[src/rtl/control_cmd_pkg.sv]
// -----------------------------------------------------------------------------
// control_cmd_pkg
// Shared definitions for the UART command engine: FSM state encoding,
// command characters and a constant clog2 helper used to size address fields.
// No ports (package).
// -----------------------------------------------------------------------------
package control_cmd_pkg;

  // Explicit encodings keep the state values stable for anything that
  // decodes them outside this block (debug taps, legacy scripts).
  typedef enum logic [2:0] {
    IDLE       = 3'd0,
    LINE_ROW   = 3'd1,
    LINE_DATA  = 3'd2,
    CLEAR_ROW  = 3'd3,
    CLEAR_RUN  = 3'd4
  } state_e;

  localparam logic [7:0] CMD_RED_ON      = "R";
  localparam logic [7:0] CMD_RED_OFF     = "r";
  localparam logic [7:0] CMD_GREEN_ON    = "G";
  localparam logic [7:0] CMD_GREEN_OFF   = "g";
  localparam logic [7:0] CMD_BLUE_ON     = "B";
  localparam logic [7:0] CMD_BLUE_OFF    = "b";
  localparam logic [7:0] CMD_LINE        = "L";
  localparam logic [7:0] CMD_CLEAR       = "C";
  localparam logic [7:0] CMD_PLANES_OFF  = "0";
  localparam logic [7:0] CMD_PLANES_ON   = "9";
  localparam logic [7:0] CMD_PLANE_FIRST = "1";
  localparam logic [7:0] CMD_PLANE_LAST  = "8";

  // Ceiling log2 for elaboration-time sizing; clog2(1) = 0.
  function automatic int clog2(input int value);
    int r;
    for (r = 0; (1 << r) < value; r++) begin
    end
    return r;
  endfunction

endpackage

[src/rtl/cmd_gap_timer.sv]
// -----------------------------------------------------------------------------
// cmd_gap_timer
// Loadable down-counter that measures the idle gap between received bytes.
// start_i reloads the full gap; every cycle with run_i high and no start
// counts one idle cycle. expired_o is high during the last allowed idle
// cycle, so the owner can abandon its command on that clock edge.
//
// Ports:
//   clk_in     in   clock
//   reset      in   synchronous, active-high
//   start_i    in   reload the counter (a byte was received)
//   run_i      in   owner is waiting for a byte; idle cycles count
//   expired_o  out  gap limit reached in this cycle
// -----------------------------------------------------------------------------
module cmd_gap_timer
  import control_cmd_pkg::*;
#(
  parameter  int CYCLES = 4096,
  localparam int CW     = clog2(CYCLES + 1)
) (
  input  logic clk_in,
  input  logic reset,
  input  logic start_i,
  input  logic run_i,
  output logic expired_o
);

  logic [CW-1:0] count_q;
  logic [CW-1:0] count_d;

  always_comb begin
    // NOTE: every always_comb output gets a default first, so no path
    // leaves it unassigned and no latch is inferred.
    count_d = count_q;
    if (start_i) begin
      count_d = CW'(CYCLES);
    end else if (run_i && (count_q != '0)) begin
      count_d = count_q - CW'(1);
    end
  end

  // Count of 1 means this idle cycle is the CYCLES-th one since the reload.
  assign expired_o = run_i && !start_i && (count_q == CW'(1));

  // NOTE: sequential state uses non-blocking assignments only, so every
  // flop samples pre-edge values regardless of block ordering.
  always_ff @(posedge clk_in) begin
    if (reset) begin
      count_q <= '0;
    end else begin
      count_q <= count_d;
    end
  end

endmodule

[src/rtl/control_cmd_engine.sv]
// -----------------------------------------------------------------------------
// control_cmd_engine
// Decodes bytes from the UART receiver into RGB channel enables,
// brightness-plane enables and frame-RAM row writes (line load and row clear).
// All outputs except busy are registered: a byte strobed in cycle N takes
// effect in cycle N+1.
//
// Build option: define CONTROL_TIMEOUT_EN to abandon a stalled line/clear
// command after TIMEOUT_CYCLES idle cycles (cmd_abort pulses). Without it the
// engine waits indefinitely and cmd_abort is tied low.
//
// Ports:
//   clk_in             in   clock
//   reset              in   synchronous, active-high
//   rx_data[7:0]       in   received byte, qualified by rx_valid
//   rx_valid           in   one-cycle strobe per byte
//   rgb_enable[2:0]    out  [0]=R [1]=G [2]=B
//   brightness_enable  out  per-plane enable
//   ram_data_out[7:0]  out  frame-RAM write data
//   ram_address        out  frame-RAM write address {row, column byte}
//   ram_write_enable   out  one-cycle write strobe
//   busy               out  engine is inside a multi-byte command
//   cmd_abort          out  one-cycle pulse, command abandoned on timeout
//   rx_overrun         out  one-cycle pulse, byte dropped during row clear
// -----------------------------------------------------------------------------
module control_cmd_engine
  import control_cmd_pkg::*;
#(
  parameter  int PIXEL_COLUMNS    = 64,
  parameter  int BYTES_PER_PIXEL  = 2,
  parameter  int ROW_ADDR_WIDTH   = 5,
  parameter  int BRIGHTNESS_WIDTH = 6,
  parameter  int TIMEOUT_CYCLES   = 4096,
  localparam int COL_BYTES        = PIXEL_COLUMNS * BYTES_PER_PIXEL,
  localparam int COL_ADDR_WIDTH   = clog2(COL_BYTES),
  localparam int RAM_ADDR_WIDTH   = ROW_ADDR_WIDTH + COL_ADDR_WIDTH
) (
  input  logic                        clk_in,
  input  logic                        reset,
  input  logic [7:0]                  rx_data,
  input  logic                        rx_valid,
  output logic [2:0]                  rgb_enable,
  output logic [BRIGHTNESS_WIDTH-1:0] brightness_enable,
  output logic [7:0]                  ram_data_out,
  output logic [RAM_ADDR_WIDTH-1:0]   ram_address,
  output logic                        ram_write_enable,
  output logic                        busy,
  output logic                        cmd_abort,
  output logic                        rx_overrun
);

  // Byte index is one bit wider than a column address so the clear run can
  // reach COL_BYTES and spend that cycle leaving, which keeps busy high
  // through the last clear write.
  localparam int                  KW        = COL_ADDR_WIDTH + 1;
  localparam logic [KW-1:0]       K_LAST    = KW'(COL_BYTES - 1);
  localparam logic [KW-1:0]       K_END     = KW'(COL_BYTES);
  // Bytes within a pixel arrive most-significant first; BYTES_PER_PIXEL is a
  // power of two, so BPP-1-(k mod BPP) is just the low bits of k inverted.
  localparam logic [COL_ADDR_WIDTH-1:0] BYTE_FLIP = COL_ADDR_WIDTH'(BYTES_PER_PIXEL - 1);

  state_e                      state_q,  state_d;
  logic [2:0]                  rgb_q,    rgb_d;
  logic [BRIGHTNESS_WIDTH-1:0] bright_q, bright_d;
  logic [ROW_ADDR_WIDTH-1:0]   row_q,    row_d;
  logic [KW-1:0]               k_q,      k_d;
  logic [7:0]                  wdata_q,  wdata_d;
  logic [RAM_ADDR_WIDTH-1:0]   waddr_q,  waddr_d;
  logic                        we_q,     we_d;
  logic                        ovr_q,    ovr_d;
  logic                        timeout_hit;

`ifdef CONTROL_TIMEOUT_EN
  logic gap_run;
  logic abort_q;

  assign gap_run = (state_q == LINE_ROW) || (state_q == LINE_DATA) ||
                   (state_q == CLEAR_ROW);

  cmd_gap_timer #(
    .CYCLES   (TIMEOUT_CYCLES)
  ) u_gap_timer (
    .clk_in   (clk_in),
    .reset    (reset),
    .start_i  (rx_valid),
    .run_i    (gap_run),
    .expired_o(timeout_hit)
  );

  always_ff @(posedge clk_in) begin
    if (reset) begin
      abort_q <= 1'b0;
    end else begin
      abort_q <= timeout_hit;
    end
  end

  assign cmd_abort = abort_q;
`else
  logic unused_timeout_cycles;
  assign unused_timeout_cycles = ^TIMEOUT_CYCLES;
  assign timeout_hit           = 1'b0;
  assign cmd_abort             = 1'b0;
`endif

  always_comb begin
    state_d  = state_q;
    rgb_d    = rgb_q;
    bright_d = bright_q;
    row_d    = row_q;
    k_d      = k_q;
    wdata_d  = wdata_q;
    waddr_d  = waddr_q;
    we_d     = 1'b0;
    ovr_d    = 1'b0;

    case (state_q)
      IDLE: begin
        if (rx_valid) begin
          case (rx_data)
            CMD_RED_ON:     rgb_d[0] = 1'b1;
            CMD_RED_OFF:    rgb_d[0] = 1'b0;
            CMD_GREEN_ON:   rgb_d[1] = 1'b1;
            CMD_GREEN_OFF:  rgb_d[1] = 1'b0;
            CMD_BLUE_ON:    rgb_d[2] = 1'b1;
            CMD_BLUE_OFF:   rgb_d[2] = 1'b0;
            CMD_PLANES_OFF: bright_d = '0;
            CMD_PLANES_ON:  bright_d = '1;
            CMD_LINE:       state_d  = LINE_ROW;
            CMD_CLEAR:      state_d  = CLEAR_ROW;
            default: begin
              // Digit n toggles plane BRIGHTNESS_WIDTH-n; digits beyond the
              // plane count select no index and are ignored.
              if ((rx_data >= CMD_PLANE_FIRST) && (rx_data <= CMD_PLANE_LAST)) begin
                for (int p = 0; p < BRIGHTNESS_WIDTH; p++) begin
                  if (p == BRIGHTNESS_WIDTH - (int'(rx_data) - int'(CMD_PLANES_OFF))) begin
                    bright_d[p] = ~bright_q[p];
                  end
                end
              end
            end
          endcase
        end
      end

      LINE_ROW: begin
        // A repeated 'L' re-arms; anything else is the row number.
        if (rx_valid && (rx_data != CMD_LINE)) begin
          row_d   = rx_data[ROW_ADDR_WIDTH-1:0];
          k_d     = '0;
          state_d = LINE_DATA;
        end
      end

      LINE_DATA: begin
        if (rx_valid) begin
          we_d    = 1'b1;
          wdata_d = rx_data;
          waddr_d = {row_q, k_q[COL_ADDR_WIDTH-1:0] ^ BYTE_FLIP};
          k_d     = k_q + KW'(1);
          if (k_q == K_LAST) begin
            state_d = IDLE;
          end
        end
      end

      CLEAR_ROW: begin
        if (rx_valid) begin
          row_d   = rx_data[ROW_ADDR_WIDTH-1:0];
          k_d     = '0;
          state_d = CLEAR_RUN;
        end
      end

      CLEAR_RUN: begin
        ovr_d = rx_valid;
        if (k_q == K_END) begin
          state_d = IDLE;
        end else begin
          we_d    = 1'b1;
          wdata_d = 8'h00;
          waddr_d = {row_q, k_q[COL_ADDR_WIDTH-1:0]};
          k_d     = k_q + KW'(1);
        end
      end

      default: state_d = IDLE;
    endcase

    // Timeout only fires in cycles without a byte, so it never races a write.
    if (timeout_hit) begin
      state_d = IDLE;
    end
  end

  always_ff @(posedge clk_in) begin
    if (reset) begin
      state_q  <= IDLE;
      rgb_q    <= 3'b111;
      bright_q <= '1;
      row_q    <= '0;
      k_q      <= '0;
      wdata_q  <= '0;
      waddr_q  <= '0;
      we_q     <= 1'b0;
      ovr_q    <= 1'b0;
    end else begin
      state_q  <= state_d;
      rgb_q    <= rgb_d;
      bright_q <= bright_d;
      row_q    <= row_d;
      k_q      <= k_d;
      wdata_q  <= wdata_d;
      waddr_q  <= waddr_d;
      we_q     <= we_d;
      ovr_q    <= ovr_d;
    end
  end

  assign rgb_enable        = rgb_q;
  assign brightness_enable = bright_q;
  assign ram_data_out      = wdata_q;
  assign ram_address       = waddr_q;
  assign ram_write_enable  = we_q;
  assign rx_overrun        = ovr_q;
  assign busy              = (state_q != IDLE);

endmodule

[config.mk]
export PLATFORM = sky130hd
export DESIGN_NAME = control_cmd_engine
export DESIGN_NICKNAME = d
export VERILOG_FILES = /design/src/rtl/control_cmd_pkg.sv /design/src/rtl/cmd_gap_timer.sv /design/src/rtl/control_cmd_engine.sv
export SDC_FILE = /design/constraint.sdc
export NUM_CORES = 1
export LEC_CHECK = 0
export BUFFER_PORTS_ARGS = -buffer_cell sky130_fd_sc_hd__clkbuf_2
export CAP_MARGIN = 10
export CORE_ASPECT_RATIO = 1.4
export CORE_MARGIN = 4
export CORE_UTILIZATION = 30
export CTS_CLUSTER_SIZE = 16
export DETAILED_ROUTE_END_ITERATION = 7
export PLACE_DENSITY = 0.51
export SYNTH_ARGS = -nofsm -noshare
export SYNTH_HDL_FRONTEND = slang
export SYNTH_SLANG_ARGS = --single-unit
[constraint.sdc]
create_clock -name clk_in -period 3.4 [get_ports clk_in]
set_input_delay 0 -clock clk_in [delete_from_list [all_inputs] [get_ports clk_in]]
set_output_delay 0 -clock clk_in [all_outputs]
set_load 0.01 [all_outputs]
# After elaboration in Yosys (flattened, before gate mapping)
# Cells that the tools add are included.
[word_totals]
register_bits = 47
output_inout_bits = 33
inputBits = 11
wordCells = 129
[classes]
n_lt_le_gt_ge = 2
eq_ne = 30
bitwise = 9
muxes = 36
n_reduce_logical = 33
n_addsub = 3
[op_table]
columns = ["operator", "count"]
rows = [
  ["8-bit by 7-bit equality test with 1-bit output (second input constant)", 9],
  ["8-bit 2-to-1 mux", 6],
  ["5-bit AND reduction", 7],
  ["32-bit zero test", 1],
  ["8-bit one-hot mux with 4 select lines", 1],
  ["12-bit 2-to-1 mux", 2],
  ["12-bit one-hot mux with 2 select lines", 1],
  ["3-bit nonzero test", 8],
  ["3-bit by 10-bit equality test with 1-bit output (first input constant)", 2],
  ["4-bit by 10-bit equality test with 1-bit output (first input constant)", 2],
  ["3-bit 2-to-1 mux", 6],
  ["6-bit one-hot mux with 3 select lines", 1],
  ["8-bit by 6-bit equality test with 1-bit output (second input constant)", 2],
  ["8-bit one-hot mux with 2 select lines", 1],
  ["3-bit one-hot mux with 5 select lines", 1],
  ["3-bit AND reduction", 5],
  ["2-bit inequality test (second input constant)", 7],
  ["2-bit by 10-bit equality test with 1-bit output (first input constant)", 1],
  ["5-bit 2-to-1 mux", 2],
  ["5-bit one-hot mux with 2 select lines", 1],
  ["2-bit nonzero test", 5],
  ["4-bit by 9-bit subtractor with 10-bit output (first input constant)", 1],
  ["1-bit NOT", 9],
  ["8-bit by 6-bit subtractor with 9-bit output (second input constant)", 1],
  ["19 further kinds", 31],
]

# Depth between registers and ports, before layout
[logic_depth]
depth_word = 6
mapped_depth = 8
depth_no_buf = 7

# Least setup slack after synthesis
# No wires, ideal clock.
[synth_timing]
kind = "flip-flop to flip-flop"
from = "register k_q[0]"
to = "register waddr_q[10] (netlist: ram_address[10])"
path_buffers = 1
setup_ps = 128
path_stages_with_launch = 9
synth_period_minus_slack_ps = 1706
setup_slack_ps = 1694
t_arrival_ps = 1579
required_ps = 3272
path_cell_list = "dfxtp_1 inv_1 ha_1 nand4bb_1 o21ai_1 a21oi_1 buf_4 mux2i_1 nor2_1"
[synth_between]
elab_chain_cells = 3
[synth_lines]
columns = ["element", "line_no", "source"]
rows = [
  ["start, declared", "control_cmd_engine.sv:66", "logic [KW-1:0] k_q, k_d;"],
  ["start signal, assigned", "control_cmd_engine.sv:212", "k_q <= k_d;"],
  ["8-bit equality test", "control_cmd_engine.sv:177", "if (k_q == K_END) begin"],
  ["2-bit inequality test (no line)", "-", ""],
  ["3-bit AND reduction (no line)", "-", ""],
  ["end signal, assigned", "control_cmd_engine.sv:214", "waddr_q <= waddr_d;"],
  ["end, declared", "control_cmd_engine.sv:68", "logic [RAM_ADDR_WIDTH-1:0] waddr_q, waddr_d;"],
]
# Every way passes these cells.
# A chain may end at the register's enable or synchronous reset.

# Worst setup path after layout
[layout_timing]
from = "register k_q[0]"
to = "register wdata_q[6] (netlist: ram_data_out[6])"
[layout_between]
elab_chain_cells = 3
[layout_lines]
columns = ["element", "line_no", "source"]
rows = [
  ["8-bit equality test", "control_cmd_engine.sv:177", ""],
  ["2-bit inequality test (no line)", "-", ""],
  ["3-bit AND reduction (no line)", "-", ""],
  ["end signal, assigned", "control_cmd_engine.sv:213", "wdata_q <= wdata_d;"],
  ["end, declared", "control_cmd_engine.sv:67", "logic [7:0] wdata_q, wdata_d;"],
]
# Every way passes these cells.

==> reports/qor.csv <==
stage,metric,value,unit
clock_network,postCtsHoldBufs,0,
sta,timing.fmax,0.479,GHz
grt,largest_net_degree_at_the_start_of_global_routing,32,
status,run_status,finished clean,
yosys,yosys_warnings,0,
clock_network,clk_root_buffer_cell,clkbuf_16,
clock_network,cts_inserted_buffers,5,
worst_setup_path,timing_worst_setup_path_type,flop to flop,
worst_setup_path,timing.critical_path.from,k_q[0]$_SDFFE_PP0P_,
clock_network,number_of_levels_in_the_clock_h_tree,2,
cells_and_area,layout.cells.most_common,dfxtp_1,
detailed_routing,finalWirelength,6400,um
cells_and_area,layout.area.seq,941,um^2
grt,global_route.usage.total,0.136,
place,dpl_hpwl,4620,um
place,place_ws,1310,ps
worst_setup_path,end_kind,flop,
power,max-vdd-ir-drop,0.000224,V
place,placement.cell_area,2770,um^2
power,power.leakage,1.13,nW
sta,postLayoutSetupSlackWorst,1310,ps
die,die-area,9940,um^2
hold_path,min-delay-path-class,input port to flop,
sta,min_period,2090,ps
worst_setup_path,crit_fanout,16,
sta,slew_at_the_pin_closest_to_its_max_slew_limit,695,ps
die,core.rowCount,39,
sta,setup_viol,0,
place,buffer_ports.inserted,42,
yosys,synth_area_leaders,"dfxtp_1 (37%), mux2i_1 (11%), nor2_1 (6.3%)",
grt,antenna_found_initial,0,
cells_and_area,total_area_of_multi_input_combinational_cells,1450,um^2
grt,met1_resource_use_gr,0.156,
worst_setup_path,critPathLaunchType,flop,
yosys,mappedNetlistNets,296,
clock_network,postCtsSetupBuffers,0,
yosys,syn-cell-area,2520,um^2
detailed_routing,antenna_left,0,
power,power_density,453,nW/um^2
clock_network,path_clk_slew,70,ps
worst_setup_path,worst-r2r-cell-count,8,
worst_setup_path,rr_endpoint,ram_data_out[6]$_SDFFE_PP0P_,
worst_setup_path,critical_path.reg2reg.startpoint,k_q[0]$_SDFFE_PP0P_,
detailed_routing,detail_route.vias_per_cell,5.07,
die,die_h,116,um
place,place_congestion,0.875,
power,power,1.32,mW
cells_and_area,final_area,2920,um^2
die,overall_die_width,85.4,um
worst_setup_path,setup.reg_to_reg.worst_slack,1310,ps
sta,report.final.hold_viol_count,0,
worst_setup_path,arr_time_crit_path,2240,ps
detailed_routing,drt_pass1_iterations,4,
die,floorplan.initialDensity,0.309,
yosys,register_area_share_after_synthesis,0.374,
grt,grt_overflow,0,
yosys,number_of_storage_elements_in_the_synthesis_netlist,47,
sta,timing.hold.ws,57.1,ps
yosys,synth_largest_type_area_fraction,0.374,
clock_network,clock_insertion_delay_worst_skew,290,ps
sta,clock_skew,5.13,ps
detailed_routing,overall_via_count_from_detail_route,2098,
hold_path,timing.hold.worst.start,rx_data[4],
clock_network,numClockSinks,47,
detailed_routing,drt-initial-drc-count,89,
yosys,synth_flop_cell,dfxtp_1,
die,floorplan.core_area,8150,um^2
yosys,post_synth.cell_area_avg,9.02,um^2
cells_and_area,fillerInstances,869,
die,floorplan.io_pins,44,
yosys,synth_top_cell_by_area,dfxtp_1,
sta,slew_headroom,0.533,
hold_path,worst_hold_path.num_cells,3,
cells_and_area,final_cell_mix,"dfxtp_1 (47), nor2_1 (42), clkbuf_2 (42)",
clock_network,clock_tree_from_tritoncts,built,
grt,groute.layer.met3.usage,0.0282,
grt,global_route_wire_length_before_repair,10700,um
clock_network,cts_resized,0,
sta,rsz0062_at_grt,no,
yosys,synth_enable_flop_cells,0,
cells_and_area,layout-area-overhead-vs-synth,16.1,%
yosys,synth_cells,279,
worst_setup_path,critical_path_required,3560,ps
clock_network,clock_tree.buffer_depth,2,
grt,globalRouteMet2Util,0.252,
cells_and_area,insertedDiodeCount,0,
sta,finalCritPeriodShare,0.614,
yosys,synthDistinctLibCells,50,
flow_run,maxCapViolCount,0,
grt,first_global_vias,2126,
sta,report.final.slew_viol_count,0,
grt,grt_busiest_layer,met2,
cells_and_area,layout-drive-gt1-share,0.212,
cells_and_area,fin_nets,328,
hold_path,hold_end,row_q[4]$_SDFFE_PP0P_,
detailed_routing,post-route-drc-count,0,
detailed_routing,routed_wire_length_per_instance,15.5,um
yosys,synth-async-reset-ratio,0,
sta,fin_tns_setup,0,ps
## where the power goes
group	internal [mW]	total [mW]	switching, mW
clock network	0.294	0.518	0.224
logic	0.0824	0.209	0.127
registers	0.567	0.595	0.0280
## worst max-delay path by stage
stage	end	cells after the start	slack (ps)
4_1_cts	ram_data_out[1]$_SDFFE_PP0P_	8	1300
3_5_place_dp	ram_address[9]$_SDFFE_PP0P_	8	1310
3_3_place_gp	ram_address[4]$_SDFFE_PP0P_	8	1390
6_report	ram_data_out[6]$_SDFFE_PP0P_	8	1310
5_1_grt	ram_address[8]$_SDFFE_PP0P_	8	1130
2_1_floorplan	ram_address[10]$_SDFFE_PP0P_	8	1690
## cell usage after synthesis, types with 2 or more instances
cell	count
dfxtp_1	47
nor2_1	42
mux2i_1	27
nand2_1	16
a21oi_1	14
nand3_1	9
nor2b_1	9
buf_2	8
xnor2_1	8
a311oi_1	7
inv_1	7
clkbuf_1	6
ha_1	6
nand3b_1	4
nand4bb_1	4
nor3_1	4
o21ai_1	4
o311ai_0	4
a211oi_1	3
and3_1	3
buf_4	3
nand4_1	3
nor3b_2	3
o211ai_1	3
o211ai_2	3
a31oi_1	2
and2_1	2
buf_6	2
nand2b_1	2
nand4b_1	2
or4_1	2
xor2_1	2
## area by class of cell
type,count,share of cell area
Multi-Input combinational cell,206,0.495
Clock buffer,6,0.0476
Sequential cell,47,0.322
Clock inverter,2,0.00557
Timing Repair Buffer,44,0.0771
Tap cell,102,0.0437
Inverter,7,0.00900
## per-stage QoR
stage	utilization	instances
6_report	0.358	414
5_1_grt	0.358	414
4_1_cts	0.358	414
3_5_place_dp	0.339	406
3_3_place_gp	0.339	406
2_1_floorplan	-	279
## flip-flops by register name, summed over array words and instances, names as in the netlist, 3 cells and up
| signal | count |
|---|---|
| brightness_enable | 6 |
| k_q | 8 |
| ram_address | 12 |
| ram_data_out | 8 |
| rgb_enable | 3 |
| row_q | 5 |
| state_q | 3 |
## critical path: stages (launching register included)
cell       delay [ps]
dfxtp_1           430
inv_1              70
ha_1              200
nand4bb_1         170
o21ai_1           120
a21oi_2           330
buf_4             350
mux2i_1           220
nor2_1             60
## cells by family (layout without fill, tap and decap cells)
family,Yosys count,after routing,synth area share
xor+xnor,10,10,0.0348
other cells,1,1,0.00149
buf+inv,26,59,0.0532
flops,47,47,0.374
fa+ha+maj,6,6,0.0298
simple gates,114,114,0.255
compound gates,48,48,0.145
mux,27,27,0.107
## routing by layer
| layer | vias to the layer above | part of all wire |
|---|---|---|
| li1 | 1051 | - |
| met2 | 35 | 0.53 |
| met5 | - | 0 |
| met4 | 0 | 0.0077 |
| met3 | 6 | 0.033 |
| met1 | 1006 | 0.43 |
No activity file was read; power rests on OpenSTA's default activity.
